$ cat config.mk
export PLATFORM = sky130hd
export DESIGN_NAME = uart_tx_fifo
export DESIGN_NICKNAME = d
export VERILOG_FILES = /design/src/rtl/uart_tx_fifo.sv
export SDC_FILE = /design/constraint.sdc
export NUM_CORES = 1
export LEC_CHECK = 0
export CAP_MARGIN = 30
export CELL_PAD_IN_SITES_DETAIL_PLACEMENT = 0
export CELL_PAD_IN_SITES_GLOBAL_PLACEMENT = 1
export CORE_UTILIZATION = 25
export CTS_BUF_LIST = sky130_fd_sc_hd__clkbuf_4
export DETAILED_ROUTE_END_ITERATION = 12
export PLACE_DENSITY_LB_ADDON = 0.15
export SLEW_MARGIN = 10
export SYNTH_ARGS = -nofsm -noshare
export SYNTH_HDL_FRONTEND = slang
export SYNTH_SLANG_ARGS = --single-unit
$ cat constraint.sdc
create_clock -name sys_clk_i -period 5.52 [get_ports sys_clk_i]
set_input_delay 1.38 -clock sys_clk_i [delete_from_list [all_inputs] [get_ports sys_clk_i]]
set_output_delay 1.38 -clock sys_clk_i [all_outputs]
set_load 0.005 [all_outputs]
$ cat src/rtl/uart_tx_fifo.sv
// UART transmitter (8N1, 16x tick prescaler) fed by a circular byte FIFO.
// Frames run back-to-back while the FIFO holds data; the serial line is registered.
module uart_tx_fifo #(
   parameter int DEPTH = 8
) (
   input  logic                       sys_clk_i,
   input  logic                       sys_rst_n_i,
   input  logic [15:0]                divisor_i,
   input  logic [7:0]                 data_i,
   input  logic                       valid_i,
   output logic                       ready_o,
   output logic [$clog2(DEPTH):0]     level_o,
   output logic                       busy_o,
   output logic                       overflow_o,
   output logic                       uart_tx_o
);

   localparam int AW = $clog2(DEPTH);
   localparam logic [AW:0] FULL_LVL = (AW+1)'(DEPTH);

   typedef enum logic [1:0] {
      IDLE  = 2'd0,
      START = 2'd1,
      DATA  = 2'd2,
      STOP  = 2'd3
   } state_t;

   state_t        state_r;
   state_t        state_n_s;
   logic [7:0]    mem_r [DEPTH];
   logic [AW-1:0] wr_ptr_r;
   logic [AW-1:0] rd_ptr_r;
   logic [AW:0]   level_r;
   logic          overflow_r;
   logic [7:0]    shift_r;
   logic [7:0]    shift_n_s;
   logic [2:0]    bit_cnt_r;
   logic [2:0]    bit_cnt_n_s;
   logic [15:0]   presc_r;
   logic [15:0]   lim_s;
   logic [3:0]    tick_cnt_r;
   logic          tx_r;
   logic          tx_n_s;
   logic          push_s;
   logic          pop_s;
   logic          full_s;
   logic          tick_s;
   logic          bit_done_s;

   assign full_s     = (level_r == FULL_LVL);
   assign push_s     = valid_i && !full_s;
   assign lim_s      = (divisor_i == 16'd0) ? 16'd1 : divisor_i;
   // >= keeps a shrinking divisor from running the prescaler past its compare
   assign tick_s     = (presc_r >= (lim_s - 16'd1));
   assign bit_done_s = tick_s && (tick_cnt_r == 4'd15);

   assign ready_o    = !full_s;
   assign level_o    = level_r;
   assign busy_o     = (state_r != IDLE) || (level_r != '0);
   assign overflow_o = overflow_r;
   assign uart_tx_o  = tx_r;

   // FIFO storage write port
   always_ff @(posedge sys_clk_i) begin
      if (push_s) begin
         mem_r[wr_ptr_r] <= data_i;
      end
   end

   // FIFO pointers, occupancy and sticky overflow
   always_ff @(posedge sys_clk_i or negedge sys_rst_n_i) begin
      if (!sys_rst_n_i) begin
         wr_ptr_r   <= '0;
         rd_ptr_r   <= '0;
         level_r    <= '0;
         overflow_r <= 1'b0;
      end else begin
         if (push_s) begin
            wr_ptr_r <= wr_ptr_r + AW'(1);
         end
         if (pop_s) begin
            rd_ptr_r <= rd_ptr_r + AW'(1);
         end
         case ({push_s, pop_s})
            2'b10:   level_r <= level_r + (AW+1)'(1);
            2'b01:   level_r <= level_r - (AW+1)'(1);
            default: level_r <= level_r;
         endcase
         if (valid_i && full_s) begin
            overflow_r <= 1'b1;
         end
      end
   end

   // Tick prescaler and per-bit tick counter, realigned at every frame start
   always_ff @(posedge sys_clk_i or negedge sys_rst_n_i) begin
      if (!sys_rst_n_i) begin
         presc_r    <= 16'd0;
         tick_cnt_r <= 4'd0;
      end else if (pop_s) begin
         presc_r    <= 16'd0;
         tick_cnt_r <= 4'd0;
      end else if (state_r != IDLE) begin
         if (tick_s) begin
            presc_r    <= 16'd0;
            tick_cnt_r <= tick_cnt_r + 4'd1;
         end else begin
            presc_r <= presc_r + 16'd1;
         end
      end else begin
         presc_r    <= 16'd0;
         tick_cnt_r <= 4'd0;
      end
   end

   // Frame state, shifter and registered serial line
   always_ff @(posedge sys_clk_i or negedge sys_rst_n_i) begin
      if (!sys_rst_n_i) begin
         state_r   <= IDLE;
         shift_r   <= 8'd0;
         bit_cnt_r <= 3'd0;
         tx_r      <= 1'b1;
      end else begin
         state_r   <= state_n_s;
         shift_r   <= shift_n_s;
         bit_cnt_r <= bit_cnt_n_s;
         tx_r      <= tx_n_s;
      end
   end

   // Next-state logic; the line value is derived from the next state so it changes on the transition edge
   always_comb begin
      state_n_s   = state_r;
      shift_n_s   = shift_r;
      bit_cnt_n_s = bit_cnt_r;
      pop_s       = 1'b0;
      tx_n_s      = 1'b1;
      case (state_r)
         IDLE: begin
            if (level_r != '0) begin
               state_n_s = START;
               pop_s     = 1'b1;
               shift_n_s = mem_r[rd_ptr_r];
            end else begin
               state_n_s = IDLE;
            end
         end
         START: begin
            if (bit_done_s) begin
               state_n_s   = DATA;
               bit_cnt_n_s = 3'd0;
            end else begin
               state_n_s = START;
            end
         end
         DATA: begin
            if (bit_done_s) begin
               if (bit_cnt_r == 3'd7) begin
                  state_n_s = STOP;
               end else begin
                  shift_n_s   = {1'b0, shift_r[7:1]};
                  bit_cnt_n_s = bit_cnt_r + 3'd1;
               end
            end else begin
               state_n_s = DATA;
            end
         end
         STOP: begin
            if (bit_done_s) begin
               if (level_r != '0) begin
                  state_n_s = START;
                  pop_s     = 1'b1;
                  shift_n_s = mem_r[rd_ptr_r];
               end else begin
                  state_n_s = IDLE;
               end
            end else begin
               state_n_s = STOP;
            end
         end
         default: begin
            state_n_s = IDLE;
         end
      endcase
      case (state_n_s)
         START:   tx_n_s = 1'b0;
         DATA:    tx_n_s = shift_n_s[0];
         default: tx_n_s = 1'b1;
      endcase
   end

endmodule

==> flow_summary.toml <==
[outcome]
status = "finished with violations"
violations = "setup timing"

[logic_synthesis]
synth_area_per_cell_um2 = 12.9
synth_largest_area_cell = "edfxtp_1"
ys.flop_type = "edfxtp_1"
syn-cell-area_mm2 = 0.00550
yosys-top-cells-area = "edfxtp_1 (35%), dfrtp_1 (20%), ha_1 (6.8%)"
synth_edf_count = 64
ys_warn_count = 0
synthesis.nets = 482
yosysSeqAreaShare_pct = 55.5
netlist.area_leader.share_pct = 35.0
async_flop_share_pct = 41.3
ys_ff_latch = 109
syn_inst = 425
synth_cell_types = 53

[clock_network]
cts_tree = "yes"
numCtsBuffers = 9
clock-sinks = 109
clk_pin_slew_worst_paths_ns = 0.21
insertion_delay_ns = 0.51
htreeDepth = 3
hold_buffers = 0
clockRootBuffer = "clkbuf_4"
cts_buffer_depth = 2

[placed_design]
port_buffers = 34
dp.cells = 768
hpwl_mm = 8.76
gp_congestion = 0.751

[sta]
fin_crit_ns = 5.53
tightest_slew_ns = 0.914
finalSetupViolCount = 1
timing.final.crit_share_pct = 100
clock_skew_ns = 0.0309
fmax_ghz = 0.181
slew_violations = 0
slew_headroom_pct = 39.1
final-hold-violation-count = 0
fin_ws_ns = -0.0148
grt_setup_unrepaired = "true"

[worst_hold_path]
min_from = "overflow_o"
hold_class = "reg2reg"

[grt]
grt.total_usage_pct = 11.8
met2_usage_pct = 20.4
grt_util_met3_pct = 2.58
grt_pass1_wl_mm = 20.0
gr-usage-met1_pct = 14.9
overflow = 0
grt_pass1_vias = 3684
top_usage_layer = "met2"
antenna_found_initial = 0
grt_max_degree = 46

[floorplanning]
die_h_um = 150
die_area_mm2 = 0.0226
num_rows = 53
design.core.area_mm2 = 0.0213
die_w_um = 150
ioPinCount = 35
initial_core_util_pct = 25.8

[setup_path]
crit_path_max_fanout = 3
cp-end-kind = "flip-flop"
path_class = "in2reg"
crit_arrival_ns = 5.98
required_ns = 5.97
r2r_cells = 12
endpoint = "level_o[2]"
r2r_end = "uart_tx_o"
crit_start = "divisor_i[6]"
r2r_slack_ns = 2.15
worst_setup_path_start_kind = "primary input"
rr_startpoint = "presc_r[0]"

[drt]
drt_first_pass_iters = 4
vias = 3613
routed_wl_mm = 12.5
routedWlPerCell_um = 15.8
drtIter0Drc = 166
via_per_inst = 4.56
route.detailed.drc = 0
final_antenna_net_count = 0

[cells_and_area]
final_common_cell = "edfxtp_1"
diodes = 0
nNetsFinal = 570
multi_input_area_mm2 = 0.00250
layout.cells.non_filler = 793
register_area_mm2 = 0.00305
nFillCells = 2110
syn2layout_area_growth_pct = 24.7
fin_util_pct = 32.2
layout_common_cells = "edfxtp_1 (64), buf_4 (57), dfrtp_1 (44), nor2_1 (41), ha_1 (26)"
drive_gt1_share_pct = 27.6

[power]
p_leak_uw = 0.00259
power.density_mw_per_mm2 = 288
irDropWorstVdd_mv = 0.119

[run]
cap_violations = 0
-- worst max-delay path, cell delays in order --
cell      delay (ns)
buf_6           0.09
or4_4           0.53
or3_4           0.36
nor3_4          0.22
a21oi_2         0.09
ha_2            0.17
nand2b_1        0.09
or2_4           0.16
nor3_4          0.04
xnor2_1         0.12
ha_1            0.29
nand4_2         0.12
nor3_2          0.15
or4b_4          0.51
a311oi_4        0.30
nor2_2          0.10
nor3_4          0.28
ha_4            0.20
xor2_2          0.19
ha_4            0.16
a21oi_2         0.03
xor2_1          0.15
nor2_1          0.11
xor2_1          0.14
-- metal layers --
layer,up-vias,share of wire [%]
li1,1758,-
met1,1813,46
met2,33,51
met3,9,2.2
met4,0,1.0
met5,-,0
-- cells in the mapped netlist (2+ instances only) --
master     number
and3_1          4
or2_2           3
nor3_1         14
mux4_2         16
nor2b_1         3
or4_1           2
mux2i_1         9
nor2_1         42
nand3_1        14
and2_1          2
o21bai_1        2
nand4_1         2
a211oi_1        2
xor2_1         19
mux2_2          9
ha_1           30
a21oi_1        19
a22o_1          6
nand2_1        21
o21ai_0         7
dfrtp_1        44
inv_1          11
o2bb2ai_1       7
nand2b_1        7
o311ai_0        2
edfxtp_1       64
nand3b_1        2
clkbuf_1       12
nor4_1          6
or3_1           3
xnor2_1        19
-- power breakdown --
part	switching, uW	internal [uW]	leakage, uW
Clock	335	121	0.0000864
Sequential	112	988	0.00116
Combinational	211	207	0.00134
-- cell families (layout without fill, tap and decap cells) --
logic type      count (synthesis)  count (layout)  synth area share [%]
simple gates                  131             131                  12.2
fa+ha+maj                      30              30                  6.83
flops                         109             109                  55.5
xor+xnor                       38              38                  6.06
compound gates                 56              56                  7.22
buf+inv                        26             119                  1.94
mux                            35              35                  10.2
-- registers in the layout, summed over array words and instances, names as in the netlist --
register    cells
state_r         2
rd_ptr_r        3
level_o         4
tick_cnt_r      4
mem_r          64
uart_tx_o       1
overflow_o      1
presc_r        16
bit_cnt_r       3
wr_ptr_r        3
shift_r         8
-- metrics by stage --
| step | hold slack, ns | worst slack [ns] | power (uW) | setup TNS (ns) | area [um2] |
|---|---|---|---|---|---|
| floorplan | 0.466 | -0.397 | 1310 | -1.02 | 5540 |
| global placement | 0.456 | -0.903 | 1520 | -12.00 | 6540 |
| detailed placement | 0.469 | -1.03 | 1530 | -14.27 | 6560 |
| CTS | 0.515 | -0.0625 | 1990 | -0.0984 | 6790 |
| global route | 0.539 | -0.289 | 2090 | -0.628 | 6860 |
| finish | 0.505 | -0.0148 | 1970 | -0.0148 | 6860 |
-- worst min path at each step --
stage	to	slack [ns]	cells after the start
2_1_floorplan	overflow_o	0.47	1
3_3_place_gp	overflow_o	0.46	1
3_5_place_dp	overflow_o	0.47	1
4_1_cts	overflow_o	0.52	1
5_1_grt	overflow_o	0.54	1
6_report	overflow_o	0.51	1
-- layout make-up --
cell class	instances	area share, %
flip-flops and latches	109	44.5
repair buffers	92	11.1
clock inverters	7	1.41
multi-input cells	290	36.4
inverters	11	0.602
clock buffers	9	0.986
well taps	275	5.02
-- repair_timing --
action / 4_1_cts / 5_1_grt
setup endpoints to repair: 13 / 11
pin swaps: 19 / 17
setup buffers: 6 / 2
resized for setup: 33 / 11
Power figures use the tool's default switching activity.
